### config.mk
export PLATFORM = sky130hd
export DESIGN_NAME = accel_poll_sequencer
export DESIGN_NICKNAME = d
export VERILOG_FILES = /design/src/rtl/accel_poll_sequencer.sv
export SDC_FILE = /design/constraint.sdc
export NUM_CORES = 1
export LEC_CHECK = 0
export CAP_MARGIN = 20
export CELL_PAD_IN_SITES_DETAIL_PLACEMENT = 1
export CELL_PAD_IN_SITES_GLOBAL_PLACEMENT = 1
export CORE_MARGIN = 4
export CORE_UTILIZATION = 46
export CTS_BUF_LIST = sky130_fd_sc_hd__clkbuf_4 sky130_fd_sc_hd__clkbuf_8
export DETAILED_ROUTE_END_ITERATION = 8
export PLACE_DENSITY = 0.93
export SLEW_MARGIN = 20
export SYNTH_ARGS = -nofsm -noshare
export SYNTH_HDL_FRONTEND = slang
export SYNTH_SLANG_ARGS = --single-unit
### constraint.sdc
create_clock -name i_clock -period 4.9 [get_ports i_clock]
set_clock_uncertainty 0.05 [all_clocks]
set_input_delay 0.98 -clock i_clock [delete_from_list [all_inputs] [get_ports i_clock]]
set_output_delay 0.98 -clock i_clock [all_outputs]
set_load 0.05 [all_outputs]
### src/rtl/accel_poll_sequencer.sv
// -----------------------------------------------------------------------------
// accel_poll_sequencer
//   Periodic read sequencer for the DE2 I2C controller. Polls the
//   accelerometer X, Y, Z data registers in order, retries failed
//   transactions, and publishes one coherent three-axis sample per frame.
//
// Ports
//   i_clock        : single clock, shared with the I2C controller
//   i_reset        : asynchronous, active-high reset
//   i_enable       : polling enable
//   i_stop         : controller transaction-complete flag
//   i_ack          : controller error flag (1 = slave did not ACK)
//   i_accel_in     : controller read data
//   o_go           : controller start, high for the whole transaction
//   o_i2c_data     : {SLAVE_ADDR, sub-address}
//   o_x/y/z_out    : last published sample
//   o_sample_valid : one-cycle pulse when X/Y/Z update
//   o_axis_err     : one-cycle pulse when a frame is abandoned
//   o_err_count    : abandoned-frame count, saturating at 255
//   o_busy         : high while a transaction is armed, running or checked
// -----------------------------------------------------------------------------
module accel_poll_sequencer #(
  parameter logic [6:0]  SLAVE_ADDR = 7'h1D,
  parameter logic [7:0]  REG_X      = 8'h06,
  parameter logic [7:0]  REG_Y      = 8'h07,
  parameter logic [7:0]  REG_Z      = 8'h08,
  parameter int unsigned POLL_DIV   = 1000,
  parameter int unsigned TIMEOUT    = 64,
  parameter int unsigned MAX_RETRY  = 3
) (
  input  logic        i_clock,
  input  logic        i_reset,
  input  logic        i_enable,
  input  logic        i_stop,
  input  logic        i_ack,
  input  logic [7:0]  i_accel_in,
  output logic        o_go,
  output logic [14:0] o_i2c_data,
  output logic [7:0]  o_x_out,
  output logic [7:0]  o_y_out,
  output logic [7:0]  o_z_out,
  output logic        o_sample_valid,
  output logic        o_axis_err,
  output logic [7:0]  o_err_count,
  output logic        o_busy
);

  localparam int PW = (POLL_DIV > 1) ? $clog2(POLL_DIV) : 1;
  localparam int TW = $clog2(TIMEOUT);
  localparam logic [PW-1:0] POLL_LOAD   = PW'(POLL_DIV - 1);
  localparam logic [TW-1:0] TMR_LAST    = TW'(TIMEOUT - 1);
  localparam logic [3:0]    MAX_RETRY_C = 4'(MAX_RETRY);
  localparam logic [1:0]    AX_X = 2'd0;
  localparam logic [1:0]    AX_Y = 2'd1;
  localparam logic [1:0]    AX_Z = 2'd2;

  typedef enum logic [2:0] {S_IDLE, S_WAIT, S_ARM, S_RUN, S_CHECK} state_t;

  function automatic logic [7:0] sub_addr(input logic [1:0] axis);
    logic [7:0] addr;
    case (axis)
      AX_X:    addr = REG_X;
      AX_Y:    addr = REG_Y;
      AX_Z:    addr = REG_Z;
      default: addr = REG_X;
    endcase
    return addr;
  endfunction

  state_t        r_state, w_state_nxt;
  logic [1:0]    r_axis, w_axis_nxt;
  logic [3:0]    r_retry, w_retry_nxt;
  logic [PW-1:0] r_poll, w_poll_nxt;
  logic [1:0]    r_arm, w_arm_nxt;
  logic [TW-1:0] r_tmr, w_tmr_nxt;
  logic          r_stop_q;
  logic          r_drain, w_drain_nxt;
  logic [7:0]    r_shx, w_shx_nxt;
  logic [7:0]    r_shy, w_shy_nxt;
  logic          r_go, w_go_nxt;
  logic [14:0]   r_data, w_data_nxt;
  logic [7:0]    r_x, w_x_nxt;
  logic [7:0]    r_y, w_y_nxt;
  logic [7:0]    r_z, w_z_nxt;
  logic          r_valid, w_valid_nxt;
  logic          r_err, w_err_nxt;
  logic [7:0]    r_err_count, w_err_count_nxt;
  logic          r_busy, w_busy_nxt;
  logic          w_rise, w_busy_state, w_drain_req, w_fail, w_frame_end;

  // STOP edge detect; stop_q resets high so a STOP already high is no rise.
  assign w_rise       = i_stop & ~r_stop_q;
  assign w_busy_state = (r_state == S_ARM) || (r_state == S_RUN) || (r_state == S_CHECK);
  // An ENABLE drop mid-frame is remembered so the frame finishes, then idles.
  assign w_drain_req  = r_drain | (w_busy_state & ~i_enable);

  // Next-state and next-output computation for the sequencer.
  always_comb begin
    w_state_nxt     = r_state;
    w_axis_nxt      = r_axis;
    w_retry_nxt     = r_retry;
    w_poll_nxt      = r_poll;
    w_arm_nxt       = r_arm;
    w_tmr_nxt       = r_tmr;
    w_drain_nxt     = w_drain_req;
    w_shx_nxt       = r_shx;
    w_shy_nxt       = r_shy;
    w_data_nxt      = r_data;
    w_x_nxt         = r_x;
    w_y_nxt         = r_y;
    w_z_nxt         = r_z;
    w_valid_nxt     = 1'b0;
    w_err_nxt       = 1'b0;
    w_err_count_nxt = r_err_count;
    w_fail          = 1'b0;
    w_frame_end     = 1'b0;

    case (r_state)
      S_IDLE: begin
        if (i_enable) begin
          w_state_nxt = S_WAIT;
          w_poll_nxt  = POLL_LOAD;
        end else begin
          w_state_nxt = S_IDLE;
        end
      end
      S_WAIT: begin
        if (!i_enable) begin
          w_state_nxt = S_IDLE;
        end else if (r_poll == '0) begin
          w_state_nxt = S_ARM;
          w_axis_nxt  = AX_X;
          w_retry_nxt = 4'd0;
          w_arm_nxt   = 2'd0;
          w_data_nxt  = {SLAVE_ADDR, sub_addr(AX_X)};
        end else begin
          w_poll_nxt = r_poll - PW'(1);
        end
      end
      S_ARM: begin
        // Four GO-low cycles let the controller clear and drop STOP.
        if (r_arm == 2'd3) begin
          w_state_nxt = S_RUN;
          w_tmr_nxt   = '0;
        end else begin
          w_arm_nxt = r_arm + 2'd1;
        end
      end
      S_RUN: begin
        if (w_rise) begin
          w_state_nxt = S_CHECK;
        end else if (r_tmr == TMR_LAST) begin
          w_fail = 1'b1;
        end else begin
          w_tmr_nxt = r_tmr + TW'(1);
        end
      end
      S_CHECK: begin
        if (!i_ack) begin
          w_retry_nxt = 4'd0;
          if (r_axis == AX_Z) begin
            // Z is taken straight from the bus so all three update together.
            w_x_nxt     = r_shx;
            w_y_nxt     = r_shy;
            w_z_nxt     = i_accel_in;
            w_valid_nxt = 1'b1;
            w_frame_end = 1'b1;
          end else begin
            if (r_axis == AX_X) begin
              w_shx_nxt = i_accel_in;
            end else begin
              w_shy_nxt = i_accel_in;
            end
            w_axis_nxt  = r_axis + 2'd1;
            w_state_nxt = S_ARM;
            w_arm_nxt   = 2'd0;
            w_data_nxt  = {SLAVE_ADDR, sub_addr(r_axis + 2'd1)};
          end
        end else begin
          w_fail = 1'b1;
        end
      end
      default: begin
        w_state_nxt = S_IDLE;
      end
    endcase

    // Timeout or NACK: retry the same axis, or abandon the frame.
    if (w_fail) begin
      if (r_retry < MAX_RETRY_C) begin
        w_retry_nxt = r_retry + 4'd1;
        w_state_nxt = S_ARM;
        w_arm_nxt   = 2'd0;
      end else begin
        w_err_nxt   = 1'b1;
        w_frame_end = 1'b1;
        if (r_err_count != 8'hFF) begin
          w_err_count_nxt = r_err_count + 8'd1;
        end else begin
          w_err_count_nxt = r_err_count;
        end
      end
    end else begin
      w_err_nxt = 1'b0;
    end

    if (w_frame_end) begin
      w_drain_nxt = 1'b0;
      if (w_drain_req) begin
        w_state_nxt = S_IDLE;
      end else begin
        w_state_nxt = S_WAIT;
        w_poll_nxt  = POLL_LOAD;
      end
    end else begin
      w_drain_nxt = w_drain_req;
    end

    // GO/BUSY are registered from the next state so they align with it.
    w_go_nxt   = (w_state_nxt == S_RUN) || (w_state_nxt == S_CHECK);
    w_busy_nxt = (w_state_nxt == S_ARM) || w_go_nxt;
  end

  // State and output registers.
  always_ff @(posedge i_clock or posedge i_reset) begin
    if (i_reset) begin
      r_state     <= S_IDLE;
      r_axis      <= AX_X;
      r_retry     <= 4'd0;
      r_poll      <= '0;
      r_arm       <= 2'd0;
      r_tmr       <= '0;
      r_stop_q    <= 1'b1;
      r_drain     <= 1'b0;
      r_shx       <= 8'd0;
      r_shy       <= 8'd0;
      r_go        <= 1'b0;
      r_data      <= 15'd0;
      r_x         <= 8'd0;
      r_y         <= 8'd0;
      r_z         <= 8'd0;
      r_valid     <= 1'b0;
      r_err       <= 1'b0;
      r_err_count <= 8'd0;
      r_busy      <= 1'b0;
    end else begin
      r_state     <= w_state_nxt;
      r_axis      <= w_axis_nxt;
      r_retry     <= w_retry_nxt;
      r_poll      <= w_poll_nxt;
      r_arm       <= w_arm_nxt;
      r_tmr       <= w_tmr_nxt;
      r_stop_q    <= i_stop;
      r_drain     <= w_drain_nxt;
      r_shx       <= w_shx_nxt;
      r_shy       <= w_shy_nxt;
      r_go        <= w_go_nxt;
      r_data      <= w_data_nxt;
      r_x         <= w_x_nxt;
      r_y         <= w_y_nxt;
      r_z         <= w_z_nxt;
      r_valid     <= w_valid_nxt;
      r_err       <= w_err_nxt;
      r_err_count <= w_err_count_nxt;
      r_busy      <= w_busy_nxt;
    end
  end

  assign o_go           = r_go;
  assign o_i2c_data     = r_data;
  assign o_x_out        = r_x;
  assign o_y_out        = r_y;
  assign o_z_out        = r_z;
  assign o_sample_valid = r_valid;
  assign o_axis_err     = r_err;
  assign o_err_count    = r_err_count;
  assign o_busy         = r_busy;

endmodule

==> impl_metrics.yaml <==
clocking:
  cts_tree: "yes"
  numCtsBuffers: 9
  clk_pin_slew_ns: 0.09
  cts_setup_buffers: 0
  cts_resized: 0
  insertion_delay_ns: 0.36
  cts-htree-levels: 3
  root_buffer: "clkbuf_8"
  clock_sinks: 85
  hold_buffers: 0
  cts_max_path_buffers: 2
drt:
  drc_errors: 0
  first_pass_iters: 4
  postRouteAntennaNets: 0
  first_iter_violations: 107
  wirelength_um: 11100
  vias_per_cell: 5.673
  vias: 3188
  drt-wirelength-per-cell_um: 19.75
yosys:
  synthCells: 398
  synth_cell_types: 58
  synth_edf_count: 0
  seq_area_frac_synth_pct: 53.11
  syn_avg_cell_area_um2: 10.07
  yosysWarnings: 0
  ys.flop_type: "dfrtp_1"
  yosys_register_bits: 85
  netlist_area_mm2: 0.004008
  synthArstFlopShare_pct: 100.0
global_routing:
  grt_pass1_wl_um: 18600
  overflow: 0
  grt_pass1_vias: 3559
  antenna_found_initial: 0
  grt_usage_pct: 23.48
  grt_max_degree: 61
timing:
  finalHoldViolCount: 0
  period_needed_ns: 2.950
  slew_violations: 0
  rsz0062_at_grt: "false"
  fmax_mhz: 339.0
  post-route-period-util_pct: 60.20
  layout_setup_ws_ns: 1.950
  slew_headroom_pct: 51.92
  tightest_slew_ns: 0.7212
  finalSetupViolations: 0
  fin_setup_tns_ns: 0
pwr:
  vdd_drop_max_uv: 223.3
  intPower_mw: 1.101
  combPwrFrac_pct: 10.9
  pwr_density_cell_mw_per_mm2: 311.3
  p_seq_share_pct: 51.4
  power_frac_clock_pct: 37.7
  p_leak_nw: 2.281
  p_sw_share_pct: 26.90
  switchingPower_mw: 0.4050
floorplan:
  core-area_mm2: 0.008341
  std_cell_rows: 33
  die_y_um: 101.3
  fp.dieW_um: 101.3
  initial_core_util_pct: 48.05
  dieArea_mm2: 0.01027
  ios: 64
status:
  status: "finished, final reports clean"
setup_path:
  path_class: "in2reg"
  worst_setup_path_end_kind: "flop"
  critPathArrivalTime_ns: 3.11
  cp_max_fo: 27
  worst_ep_required_time_ns: 5.06
  start_kind: "input port"
cells_and_area:
  fill_cells: 911
  syn2layout_area_growth_pct: 20.67
  drive_gt1_share_pct: 12.91
  diodes: 0
  final_util_pct: 57.98
  stdcell_count: 562
  fin_area_mm2: 0.004836
  nets: 473
flow_run:
  maxCapViolCount: 0
placed_design:
  dp.cells: 546
  gp_congestion: 0.8186
  placed_area_mm2: 0.004608
  dp_hpwl_um: 7620
  dp_worst_setup_slack_ns: 1.674
  port_buffers: 56
min_path:
  min_path_type: "reg2reg"
## power groups by stage
stage / Sequential [mW] / Combinational [mW] / Clock [mW]
2_1_floorplan: 0.805 / 0.0876 / 0
5_1_grt: 0.781 / 0.179 / 0.608
3_5_place_dp: 0.787 / 0.163 / 0
6_report: 0.774 / 0.163 / 0.568
3_3_place_gp: 0.783 / 0.154 / 0
4_1_cts: 0.774 / 0.165 / 0.578
## through the flow
stage | hold WS [ns] | power (mW)
after global placement | 0.3910 | 0.9362
after detailed placement | 0.4145 | 0.9505
after global routing | 0.4614 | 1.568
after floorplan | 0.3831 | 0.8922
final | 0.4238 | 1.505
after CTS | 0.4246 | 1.517
## path summary, 6_finish.rpt
kind                            startpoint    endpoint  slack, ns  cells after the start
max in group asynchronous          i_reset    r_stop_q       2.89                      3
worst min register to register    r_shx[4]  o_x_out[4]       0.42                      2
min in group asynchronous          i_reset  o_z_out[3]       1.04                      2
worst min-delay path              r_shx[4]  o_x_out[4]       0.42                      2
worst max-delay path                 i_ack   r_poll[6]       1.95                      7
worst max register to register  r_state[0]   r_poll[4]       2.27                      6
## layer usage
layer / wire (um) / global-route usage [%]
met1: 4495 / 27.81
met2: 5955 / 41.80
met3: 339 / 4.339
met4: 306 / 9.714
met5: 0 / 0
## state kept, by name, summed over array words and instances (netlist names), 2 cells and up
signal	flops
o_i2c_data	4
r_retry	4
o_y_out	8
o_err_count	8
r_poll	10
r_shx	8
o_x_out	8
r_axis	2
r_state	3
r_arm	2
r_shy	8
r_tmr	6
o_z_out	8
## cell usage after synthesis, types with 3 or more instances
master | n | area [um^2]
a21oi_1 | 14 | 70.07
a31o_2 | 3 | 26.28
a31oi_1 | 4 | 25.02
and2_1 | 4 | 25.02
and3_1 | 4 | 25.02
buf_2 | 5 | 25.02
buf_4 | 12 | 90.09
clkbuf_1 | 4 | 15.01
dfrtp_1 | 84 | 2102
ha_1 | 8 | 100.1
inv_1 | 7 | 26.28
mux2_1 | 3 | 33.78
mux2_2 | 17 | 191.4
nand2_1 | 94 | 352.8
nand2b_1 | 5 | 31.28
nand3_1 | 12 | 60.06
nand4_1 | 4 | 25.02
nor2_1 | 25 | 93.84
nor2b_1 | 4 | 25.02
nor3_1 | 9 | 45.04
nor3b_1 | 3 | 22.52
nor4_1 | 3 | 18.77
nor4b_2 | 3 | 45.04
o21a_1 | 3 | 22.52
o21ai_0 | 6 | 30.03
o21ai_1 | 10 | 50.05
or3_1 | 3 | 18.77
xnor2_1 | 6 | 52.55
xor2_1 | 4 | 35.03
## final cells by class
class	instances	area (um^2)	area share [%]
flip-flops and latches	85	2128	44.01
inverters	9	36.28	0.7503
repair buffers	58	575.6	11.90
multi-input cells	289	1738	35.94
clock buffers	11	145.1	3.001
clock inverters	5	81.33	1.682
well taps	105	131.4	2.717
## worst max-delay path: stages
cell	delay, ns
clkdlybuf4s50_1	0.60
nand2b_1	0.19
or2_1	0.11
buf_4	0.30
inv_2	0.28
o21ai_2	0.47
o21ai_1	0.15
## cell usage in the layout, fill, tap and decap left out, types with 3 or more instances in the layout
master	n
or3_1	3
ha_1	8
a31oi_1	4
o21ai_1	10
o21ai_0	6
clkdlybuf4s50_1	56
a21oi_1	14
nor2_1	25
and2_1	4
nand4_1	4
nor2b_1	4
nor4b_2	3
xor2_1	4
nand3_1	12
xnor2_1	6
nand2_1	94
mux2_2	17
inv_1	6
nor4_1	3
o21a_1	3
clkbuf_8	10
conb_1	7
a31o_2	3
nor3_1	9
and3_1	4
nor3b_1	3
nand2b_1	5
dfrtp_1	84
mux2_1	3
## cells by family after synthesis
logic type | Yosys count | share of synthesized area, %
XOR/XNOR | 10 | 2.185
AND/OR/NAND/NOR | 192 | 24.04
flip-flops | 85 | 53.11
AO/OA/AOI/OAI | 51 | 8.118
buffers and inverters | 30 | 4.090
other | 1 | 0.09357
adder cells (fa/ha/maj) | 8 | 2.498
multiplexers | 21 | 5.869
No activity file was read; power rests on OpenSTA's default activity.
